[src/rtl/range_det_pkg.sv]
// Shared definitions for the multi-peak range detector.
// Holds the report beat layout (magic word, header and peak field offsets),
// the peak entry record used by the output buffer, the output FSM state type,
// and helpers that pack header and peak beats.
package range_det_pkg;

    localparam int unsigned OUT_WIDTH = 128;
    localparam logic [31:0] MAGIC     = 32'h504B504B;

    // Header beat fields
    localparam int unsigned HDR_MAGIC_LSB  = 0;
    localparam int unsigned HDR_PEAKS_LSB  = 32;
    localparam int unsigned HDR_FCOUNT_LSB = 40;
    localparam int unsigned HDR_ID_LSB     = 64;

    // Peak beat fields
    localparam int unsigned PK_VALUE_LSB = 0;
    localparam int unsigned PK_INDEX_LSB = 64;
    localparam int unsigned PK_RANK_LSB  = 96;

    // Entries are stored at the widest legal sizes so the packers stay unparameterised.
    typedef struct packed {
        logic [63:0] value;
        logic [31:0] index;
    } peak_entry_t;

    typedef enum logic [1:0] {
        StIdle,
        StHeader,
        StPeak
    } out_state_e;

    function automatic logic [OUT_WIDTH-1:0] pack_header(input logic [7:0]  peaks,
                                                         input logic [23:0] fcount,
                                                         input logic [63:0] id);
        logic [OUT_WIDTH-1:0] beat;
        beat = '0;
        beat[HDR_MAGIC_LSB  +: 32] = MAGIC;
        beat[HDR_PEAKS_LSB  +: 8]  = peaks;
        beat[HDR_FCOUNT_LSB +: 24] = fcount;
        beat[HDR_ID_LSB     +: 64] = id;
        return beat;
    endfunction

    function automatic logic [OUT_WIDTH-1:0] pack_peak(input peak_entry_t entry,
                                                       input logic [7:0]  rank);
        logic [OUT_WIDTH-1:0] beat;
        beat = '0;
        beat[PK_VALUE_LSB +: 64] = entry.value;
        beat[PK_INDEX_LSB +: 32] = entry.index;
        beat[PK_RANK_LSB  +: 8]  = rank;
        return beat;
    endfunction

endpackage

[src/rtl/peak_topn_sorter.sv]
// Keeps the NUM_PEAKS largest candidates in descending value order.
// One candidate per cycle is inserted with a parallel compare-and-shift.
// A candidate lands after any slot of equal value, so on ties the earlier
// (already stored) index keeps the higher rank. clear empties every slot; when
// clear and insert coincide the candidate enters the freshly emptied list.
// Ports:
//   aclk, areset : clock, asynchronous active-high reset
//   insert       : candidate valid this cycle
//   value, index : candidate magnitude and sample index
//   clear        : empty all slots
//   slots        : flattened slots, slot i at [i*(DATA_WIDTH+INDEX_WIDTH)],
//                  value in the low DATA_WIDTH bits, index above it.
//                  Empty slots read value 0, index all-ones.
module peak_topn_sorter #(
    parameter int unsigned NUM_PEAKS   = 4,
    parameter int unsigned DATA_WIDTH  = 64,
    parameter int unsigned INDEX_WIDTH = 32
) (
    input  logic                                          aclk,
    input  logic                                          areset,
    input  logic                                          insert,
    input  logic [DATA_WIDTH-1:0]                         value,
    input  logic [INDEX_WIDTH-1:0]                        index,
    input  logic                                          clear,
    output logic [NUM_PEAKS*(DATA_WIDTH+INDEX_WIDTH)-1:0] slots
);

    localparam int unsigned SLOT_W = DATA_WIDTH + INDEX_WIDTH;

    logic [DATA_WIDTH-1:0]  val_q [NUM_PEAKS];
    logic [INDEX_WIDTH-1:0] idx_q [NUM_PEAKS];
    logic [NUM_PEAKS-1:0]   full_q;

    logic [DATA_WIDTH-1:0]  val_d [NUM_PEAKS];
    logic [INDEX_WIDTH-1:0] idx_d [NUM_PEAKS];
    logic [NUM_PEAKS-1:0]   full_d;

    logic [DATA_WIDTH-1:0]  base_val;
    logic [INDEX_WIDTH-1:0] base_idx;
    logic                   base_full;
    logic                   beats;
    // Contents of the slot just above the one being computed (pre-insert view).
    logic [DATA_WIDTH-1:0]  carry_val;
    logic [INDEX_WIDTH-1:0] carry_idx;
    logic                   carry_full;
    logic                   carry_beats;

    always_comb begin
        carry_val   = '0;
        carry_idx   = '1;
        carry_full  = 1'b0;
        carry_beats = 1'b0;
        base_val    = '0;
        base_idx    = '1;
        base_full   = 1'b0;
        beats       = 1'b0;
        full_d      = '0;
        for (int i = 0; i < NUM_PEAKS; i++) begin
            base_val  = clear ? '0 : val_q[i];
            base_idx  = clear ? '1 : idx_q[i];
            base_full = clear ? 1'b0 : full_q[i];
            // Strict compare: equal values keep their place ahead of the candidate.
            beats     = !base_full || (value > base_val);

            val_d[i]  = base_val;
            idx_d[i]  = base_idx;
            full_d[i] = base_full;
            if (insert && beats) begin
                if (carry_beats) begin
                    val_d[i]  = carry_val;
                    idx_d[i]  = carry_idx;
                    full_d[i] = carry_full;
                end else begin
                    val_d[i]  = value;
                    idx_d[i]  = index;
                    full_d[i] = 1'b1;
                end
            end

            carry_val   = base_val;
            carry_idx   = base_idx;
            carry_full  = base_full;
            carry_beats = beats;
        end
    end

    always_ff @(posedge aclk or posedge areset) begin
        if (areset) begin
            full_q <= '0;
            for (int i = 0; i < NUM_PEAKS; i++) begin
                val_q[i] <= '0;
                idx_q[i] <= '1;
            end
        end else begin
            full_q <= full_d;
            for (int i = 0; i < NUM_PEAKS; i++) begin
                val_q[i] <= val_d[i];
                idx_q[i] <= idx_d[i];
            end
        end
    end

    always_comb begin
        slots = '0;
        for (int i = 0; i < NUM_PEAKS; i++) begin
            slots[i*SLOT_W +: DATA_WIDTH]              = val_q[i];
            slots[i*SLOT_W + DATA_WIDTH +: INDEX_WIDTH] = idx_q[i];
        end
    end

endmodule

[src/rtl/multi_peak_range_detector.sv]
// Post-correlation range detector. Consumes one squared-magnitude frame per
// chirp, finds local maxima inside the range gate that meet the threshold,
// keeps the NUM_PEAKS strongest, and emits a header beat plus NUM_PEAKS ranked
// peak beats per frame on an AXI-Stream master.
// Ports:
//   aclk, areset          : clock, asynchronous active-high reset
//   s_axis_*              : sample stream in (tready is always 1)
//   threshold             : minimum peak value (captured on first beat)
//   gate_min, gate_max    : eligible index window (captured on first beat)
//   counter_id            : chirp ID for the header (captured on first beat)
//   m_axis_*              : report stream out
//   frame_count           : frames completed, wraps
//   frames_dropped        : reports lost to a busy output, saturates
module multi_peak_range_detector
    import range_det_pkg::*;
#(
    parameter int unsigned DATA_WIDTH  = 64,
    parameter int unsigned INDEX_WIDTH = 32,
    parameter int unsigned NUM_PEAKS   = 4
) (
    input  logic                   aclk,
    input  logic                   areset,
    input  logic [DATA_WIDTH-1:0]  s_axis_tdata,
    input  logic                   s_axis_tvalid,
    input  logic                   s_axis_tlast,
    output logic                   s_axis_tready,
    input  logic [DATA_WIDTH-1:0]  threshold,
    input  logic [INDEX_WIDTH-1:0] gate_min,
    input  logic [INDEX_WIDTH-1:0] gate_max,
    input  logic [63:0]            counter_id,
    output logic [127:0]           m_axis_tdata,
    output logic                   m_axis_tvalid,
    output logic                   m_axis_tlast,
    input  logic                   m_axis_tready,
    output logic [31:0]            frame_count,
    output logic [31:0]            frames_dropped
);

    localparam int unsigned SLOT_W    = DATA_WIDTH + INDEX_WIDTH;
    localparam logic [7:0]  LAST_RANK = 8'(NUM_PEAKS - 1);
    localparam logic [7:0]  MAX_PEAKS = 8'(NUM_PEAKS);

    assign s_axis_tready = 1'b1;

    // ---------------- Input tracking ----------------
    logic                   first_q;
    logic [INDEX_WIDTH-1:0] idx_q;
    // Held sample awaiting its right-hand neighbour.
    logic                   cur_valid_q;
    logic                   cur_last_q;
    logic [DATA_WIDTH-1:0]  cur_val_q;
    logic [DATA_WIDTH-1:0]  prev_val_q;
    logic [INDEX_WIDTH-1:0] cur_idx_q;
    // Per-frame configuration shadow.
    logic [DATA_WIDTH-1:0]  cfg_thr_q;
    logic [INDEX_WIDTH-1:0] cfg_gmin_q;
    logic [INDEX_WIDTH-1:0] cfg_gmax_q;
    logic [63:0]            cfg_id_q;
    // Qualifying peak count, saturating at NUM_PEAKS.
    logic [7:0]             cnt_q;
    logic [7:0]             cnt_next;
    logic [7:0]             done_peaks_q;
    logic [63:0]            done_id_q;
    logic                   frame_end_q;

    logic                   evaluate;
    logic                   frame_done;
    logic [DATA_WIDTH-1:0]  next_val;
    logic                   qualify;
    logic [INDEX_WIDTH-1:0] beat_idx;
    logic [DATA_WIDTH-1:0]  beat_prev;

    always_comb begin
        // The last sample is judged the cycle after tlast, with a zero right neighbour.
        evaluate   = cur_valid_q && (cur_last_q || s_axis_tvalid);
        frame_done = cur_valid_q && cur_last_q;
        next_val   = cur_last_q ? '0 : s_axis_tdata;
        qualify    = evaluate
                     && (cur_val_q > prev_val_q)
                     && (cur_val_q >= next_val)
                     && (cur_val_q >= cfg_thr_q)
                     && (cur_idx_q >= cfg_gmin_q)
                     && (cur_idx_q <= cfg_gmax_q);
        cnt_next   = (qualify && (cnt_q < MAX_PEAKS)) ? cnt_q + 8'd1 : cnt_q;
        beat_idx   = first_q ? '0 : idx_q;
        beat_prev  = first_q ? '0 : cur_val_q;
    end

    always_ff @(posedge aclk or posedge areset) begin
        if (areset) begin
            first_q      <= 1'b1;
            idx_q        <= '0;
            cur_valid_q  <= 1'b0;
            cur_last_q   <= 1'b0;
            cur_val_q    <= '0;
            prev_val_q   <= '0;
            cur_idx_q    <= '0;
            cfg_thr_q    <= '0;
            cfg_gmin_q   <= '0;
            cfg_gmax_q   <= '0;
            cfg_id_q     <= '0;
            cnt_q        <= '0;
            done_peaks_q <= '0;
            done_id_q    <= '0;
            frame_end_q  <= 1'b0;
        end else begin
            frame_end_q <= frame_done;
            if (frame_done) begin
                // Latch the finished frame's summary before a new first beat can
                // overwrite the configuration shadow.
                done_peaks_q <= cnt_next;
                done_id_q    <= cfg_id_q;
                cnt_q        <= '0;
            end else begin
                cnt_q <= cnt_next;
            end

            if (s_axis_tvalid) begin
                cur_valid_q <= 1'b1;
                cur_last_q  <= s_axis_tlast;
                cur_val_q   <= s_axis_tdata;
                prev_val_q  <= beat_prev;
                cur_idx_q   <= beat_idx;
                idx_q       <= beat_idx + 1'b1;
                first_q     <= s_axis_tlast;
                if (first_q) begin
                    cfg_thr_q  <= threshold;
                    cfg_gmin_q <= gate_min;
                    cfg_gmax_q <= gate_max;
                    cfg_id_q   <= counter_id;
                end
            end else if (frame_done) begin
                cur_valid_q <= 1'b0;
            end
        end
    end

    // ---------------- Sorter ----------------
    logic [NUM_PEAKS*SLOT_W-1:0] sorter_slots;

    peak_topn_sorter #(
        .NUM_PEAKS  (NUM_PEAKS),
        .DATA_WIDTH (DATA_WIDTH),
        .INDEX_WIDTH(INDEX_WIDTH)
    ) u_sorter (
        .aclk  (aclk),
        .areset(areset),
        .insert(qualify),
        .value (cur_val_q),
        .index (cur_idx_q),
        .clear (frame_end_q),
        .slots (sorter_slots)
    );

    // ---------------- Output buffer and FSM ----------------
    out_state_e  state_q, state_d;
    logic [7:0]  rank_q, rank_d;
    peak_entry_t buf_q [NUM_PEAKS];
    peak_entry_t sel_entry;
    logic [7:0]  buf_peaks_q;
    logic [23:0] buf_fcount_q;
    logic [63:0] buf_id_q;
    logic [31:0] frame_count_q;
    logic [31:0] frames_dropped_q;
    logic        load;
    logic        drop;

    assign load           = frame_end_q && (state_q == StIdle);
    assign drop           = frame_end_q && (state_q != StIdle);
    assign frame_count    = frame_count_q;
    assign frames_dropped = frames_dropped_q;

    always_ff @(posedge aclk or posedge areset) begin
        if (areset) begin
            frame_count_q    <= '0;
            frames_dropped_q <= '0;
            buf_peaks_q      <= '0;
            buf_fcount_q     <= '0;
            buf_id_q         <= '0;
            for (int r = 0; r < NUM_PEAKS; r++) begin
                buf_q[r].value <= '0;
                buf_q[r].index <= '1;
            end
        end else begin
            if (frame_end_q) begin
                frame_count_q <= frame_count_q + 32'd1;
            end
            if (drop && (frames_dropped_q != '1)) begin
                frames_dropped_q <= frames_dropped_q + 32'd1;
            end
            if (load) begin
                buf_peaks_q  <= done_peaks_q;
                buf_fcount_q <= 24'(frame_count_q + 32'd1);
                buf_id_q     <= done_id_q;
                for (int r = 0; r < NUM_PEAKS; r++) begin
                    buf_q[r].value <= 64'(sorter_slots[r*SLOT_W +: DATA_WIDTH]);
                    buf_q[r].index <= 32'(sorter_slots[r*SLOT_W + DATA_WIDTH +: INDEX_WIDTH]);
                end
            end
        end
    end

    always_ff @(posedge aclk or posedge areset) begin
        if (areset) begin
            state_q <= StIdle;
            rank_q  <= '0;
        end else begin
            state_q <= state_d;
            rank_q  <= rank_d;
        end
    end

    always_comb begin
        state_d       = state_q;
        rank_d        = rank_q;
        m_axis_tvalid = 1'b0;
        m_axis_tlast  = 1'b0;
        m_axis_tdata  = '0;
        sel_entry     = '0;
        for (int r = 0; r < NUM_PEAKS; r++) begin
            if (rank_q == 8'(r)) begin
                sel_entry = buf_q[r];
            end
        end

        case (state_q)
            StIdle: begin
                if (frame_end_q) begin
                    state_d = StHeader;
                    rank_d  = '0;
                end
            end
            StHeader: begin
                m_axis_tvalid = 1'b1;
                m_axis_tdata  = pack_header(buf_peaks_q, buf_fcount_q, buf_id_q);
                if (m_axis_tready) begin
                    state_d = StPeak;
                end
            end
            StPeak: begin
                m_axis_tvalid = 1'b1;
                m_axis_tlast  = (rank_q == LAST_RANK);
                m_axis_tdata  = pack_peak(sel_entry, rank_q);
                if (m_axis_tready) begin
                    if (rank_q == LAST_RANK) begin
                        state_d = StIdle;
                        rank_d  = '0;
                    end else begin
                        rank_d = rank_q + 8'd1;
                    end
                end
            end
            default: begin
                state_d = StIdle;
                rank_d  = '0;
            end
        endcase
    end

endmodule

[config.mk]
export PLATFORM = sky130hd
export DESIGN_NAME = multi_peak_range_detector
export DESIGN_NICKNAME = d
export VERILOG_FILES = /design/src/rtl/range_det_pkg.sv /design/src/rtl/peak_topn_sorter.sv /design/src/rtl/multi_peak_range_detector.sv
export SDC_FILE = /design/constraint.sdc
export NUM_CORES = 2
export LEC_CHECK = 0
export ABC_AREA = 1
export BUFFER_PORTS_ARGS = -buffer_cell sky130_fd_sc_hd__buf_2
export CAP_MARGIN = 40
export CORE_ASPECT_RATIO = 0.9
export CORE_MARGIN = 5
export CORE_UTILIZATION = 30
export DETAILED_ROUTE_END_ITERATION = 10
export GPL_TIMING_DRIVEN = 0
export PLACE_DENSITY = 0.51
export SYNTH_ARGS = -nofsm -noshare
export SYNTH_HDL_FRONTEND = slang
export SYNTH_SLANG_ARGS = --single-unit
[constraint.sdc]
create_clock -name aclk -period 50.1 [get_ports aclk]
set_input_delay 10.02 -clock aclk [delete_from_list [all_inputs] [get_ports aclk]]
set_output_delay 10.02 -clock aclk [all_outputs]
set_load 0.05 [all_outputs]
==> flow_summary.ini <==
[logic_synthesis]
async_flop_share_pct = 100.0
synth-compound-area-share_pct = 13.17
avgSynthCellArea_um2 = 7.813
synth_xor_area_share_pct = 0.9180
synth_fa_ha_area_share_pct = 8.573
syn-cell-area_mm2 = 0.07633
ys.flop_type = dfrtp_1
yosys_warnings = 0
synth-simple-area-share_pct = 22.42
syn_inst = 9769
synth_edf_count = 0
syn-num-nets = 10550
synth_cell_types = 45
ys_ff_latch = 1410
synth.area.mux_share_pct = 0
ys_seq_area_share_pct = 46.65
synth_top_family_by_area = simple AND/OR/NAND/NOR gates

[detailed_routing]
drtAntennaViolNets = 0
dr.pass1.iters = 6
wire_per_inst_um = 23.17
drt_iter0_markers = 6600
drc = 0
vias = 69030
routed_wl_mm = 324.0
routed_via_density = 4.938

[placement]
gp_congestion = 0.9572
dp_hpwl_mm = 265.7
numPortBuffers = 453
post-place-ws_ns = 35.91
dp_cells = 13640

[clock_network]
clk-insertion-delay-late_ns = 0.86
ctsHoldBuffers = 0
clkSlewWorstSetupHoldPaths_ns = 0.06
root_buffer = clkbuf_16
cts_tree = built
cts_sinks = 1410
cts_resized = 0
clockBufferDepth = 3
numCtsBuffers = 169
htreeDepth = 4
cts_setup_buffers = 0

[layout]
layout-drive-gt1-share_pct = 11.76
layout.cells.non_filler = 13980
fin_nets = 11230
areaGrowthSynthToFinish_pct = 17.48

[timing]
hold_violations = 0
relSlewSlack_pct = 36.64
rsz0062_at_grt = false
fin_tns_setup_ns = 0
period_needed_ns = 15.30
fmax_mhz = 65.34
whs_ns = 0.4231
slew_viol_final = 0
setup_viol = 0
tightest_slew_ns = 0.9405
setup_slack_ns = 34.80
period_share_pct = 30.55
fin_skew_ns = 0.06760

[pwr]
power_uw = 3597
power_leakage_uw = 0.04253
power.density_mw_per_mm2 = 40.12
peakVddDrop_mv = 0.03772

[die]
floorplan.initialDensity_pct = 30.18
dieArea_mm2 = 0.2646
row_count = 175
coreArea_mm2 = 0.2529
die_w_um = 541.7
die_h_um = 488.5
ios = 456

[run]
maxCapViolCount = 0

[setup_path]
setup.worst_path.class = flop to output pin
arrival_ns = 5.28
critPathRequiredTime_ns = 40.08
cpMostUsedCell = buf_2
path_max_fanout = 10
critical_path.max_stage_delay_ns = 0.60
crit_path_end_kind = output pin
path_cells = nor4_2 > nand3_1 > clkinv_1 > buf_2 > clkbuf_1 > nand2_1 > o21ai_0 > o211ai_1 > a31oi_1 > buf_2
critPathLaunchType = flop
cpMaxStageDelayCell = o21ai_0

[grt]
grt_overflow_total = 0
antenna_found_initial = 65
grt_max_degree = 123
grt_first_pass_wirelength_mm = 464.6
grt_pass1_vias = 67060
grt_use_total_pct = 23.89

[worst_hold_path]
hold_path_class = flop to flop

[run_status]
status = finished, final reports clean
[through the flow]
stage	util, %	instance area, um2
2_1_floorplan	-	76330
3_3_place_gp	32.74	82800
3_5_place_dp	33.11	83740
4_1_cts	35.43	89590
5_1_grt	35.44	89620
6_report	35.46	89670
[power by group]
part	internal [uW]	leakage, uW	switching, uW	total, uW
Combinational	218	0.0215	663	881
Clock	771	0.00289	529	1300
Sequential	1310	0.0182	108	1420
Total	2300	0.0425	1300	3600
[layout by cell type (no fill, tap or decap), types with 27 or more instances in the layout]
cell	n
a21oi_1	375
a31oi_1	81
buf_2	513
buf_4	28
buf_6	40
clkbuf_1	434
clkbuf_16	173
clkbuf_8	46
clkinv_2	27
dfrtp_1	1153
dfstp_2	257
diode_2	27
ha_1	523
inv_1	1051
nand2_1	3283
nand3_1	350
nand4_1	90
nor2_1	470
nor3_1	55
o211ai_1	101
o21ai_0	1036
o21ai_1	82
o21ai_2	62
o22ai_1	89
xor2_1	58
[metal layers]
layer | part of all wire, % | GRT usage [%] | wire, um | vias to the layer above
li1 | - | - | - | 32910
met1 | 48 | 35.72 | 155700 | 33130
met2 | 40 | 33.59 | 128600 | 2484
met3 | 9.0 | 6.169 | 29260 | 457
met4 | 3.1 | 6.944 | 10090 | 46
met5 | 0.088 | 0 | 286 | -
[cell usage after synthesis (all sizes together) (81+ instances only)]
cell type,number,area share (%)
nand2,3292,16
buf,128,1.1
nand3,351,2.3
nor2,473,2.3
a21oi,375,2.5
a31oi,81,0.66
dfstp,257,8.8
o21ai,1180,8.0
ha,523,8.6
o211ai,101,0.99
dfrtp,1153,38
nand4,90,0.74
clkbuf,401,2.0
inv,1059,5.2
o22ai,89,0.73
[cells by family after synthesis]
group | Yosys count
buffers and inverters | 1593
adders and majority gates | 523
other | 1
xor gates and xnor gates | 80
DFF | 1410
AOI/OAI and AO/OA | 1855
and+or+nand+nor | 4307
[sequential cells by signal, indices dropped and copies added (netlist names), 64 cells and up]
register,cells
cfg_thr_q,64
buf_id_q,64
prev_val_q,64
cfg_id_q,64
buf_q,384
done_id_q,64
u_sorter.slots,384
cur_val_q,64
[path summary, 6_finish.rpt]
path	startpoint	endpoint	slack (ns)	depth (start not counted)
worst max-delay path	rank_q[4]	m_axis_tdata[61]	34.80	10
worst min-delay path	u_sorter.slots[342]	buf_q[86]	0.42	2
worst max register to register	frame_end_q	u_sorter.slots[337]	43.64	24
worst min register to register	u_sorter.slots[342]	buf_q[86]	0.42	2
max in group asynchronous	areset	cfg_thr_q[21]	37.89	7
min in group asynchronous	areset	buf_id_q[11]	9.19	2
[cell type report]
cell class / count / area [um2]
Fill cell: 26800 / 163200
Multi-Input combinational cell: 6766 / 34420
Timing Repair Buffer: 510 / 3208
Tap cell: 3363 / 4208
Clock inverter: 55 / 748.2
Clock buffer: 255 / 5097
Antenna cell: 27 / 67.56
Sequential cell: 1410 / 35610
Buffer: 529 / 2313
Inverter: 1064 / 4001
[worst max-delay path: cells and delay by family (launching register included)]
kind | cells | cell delay (ns)
AOI/OAI and AO/OA | 3 | 1.51
buffers and inverters | 4 | 1.56
DFF | 1 | 0.41
and+or+nand+nor | 3 | 0.98
Power figures use the tool's default switching activity.
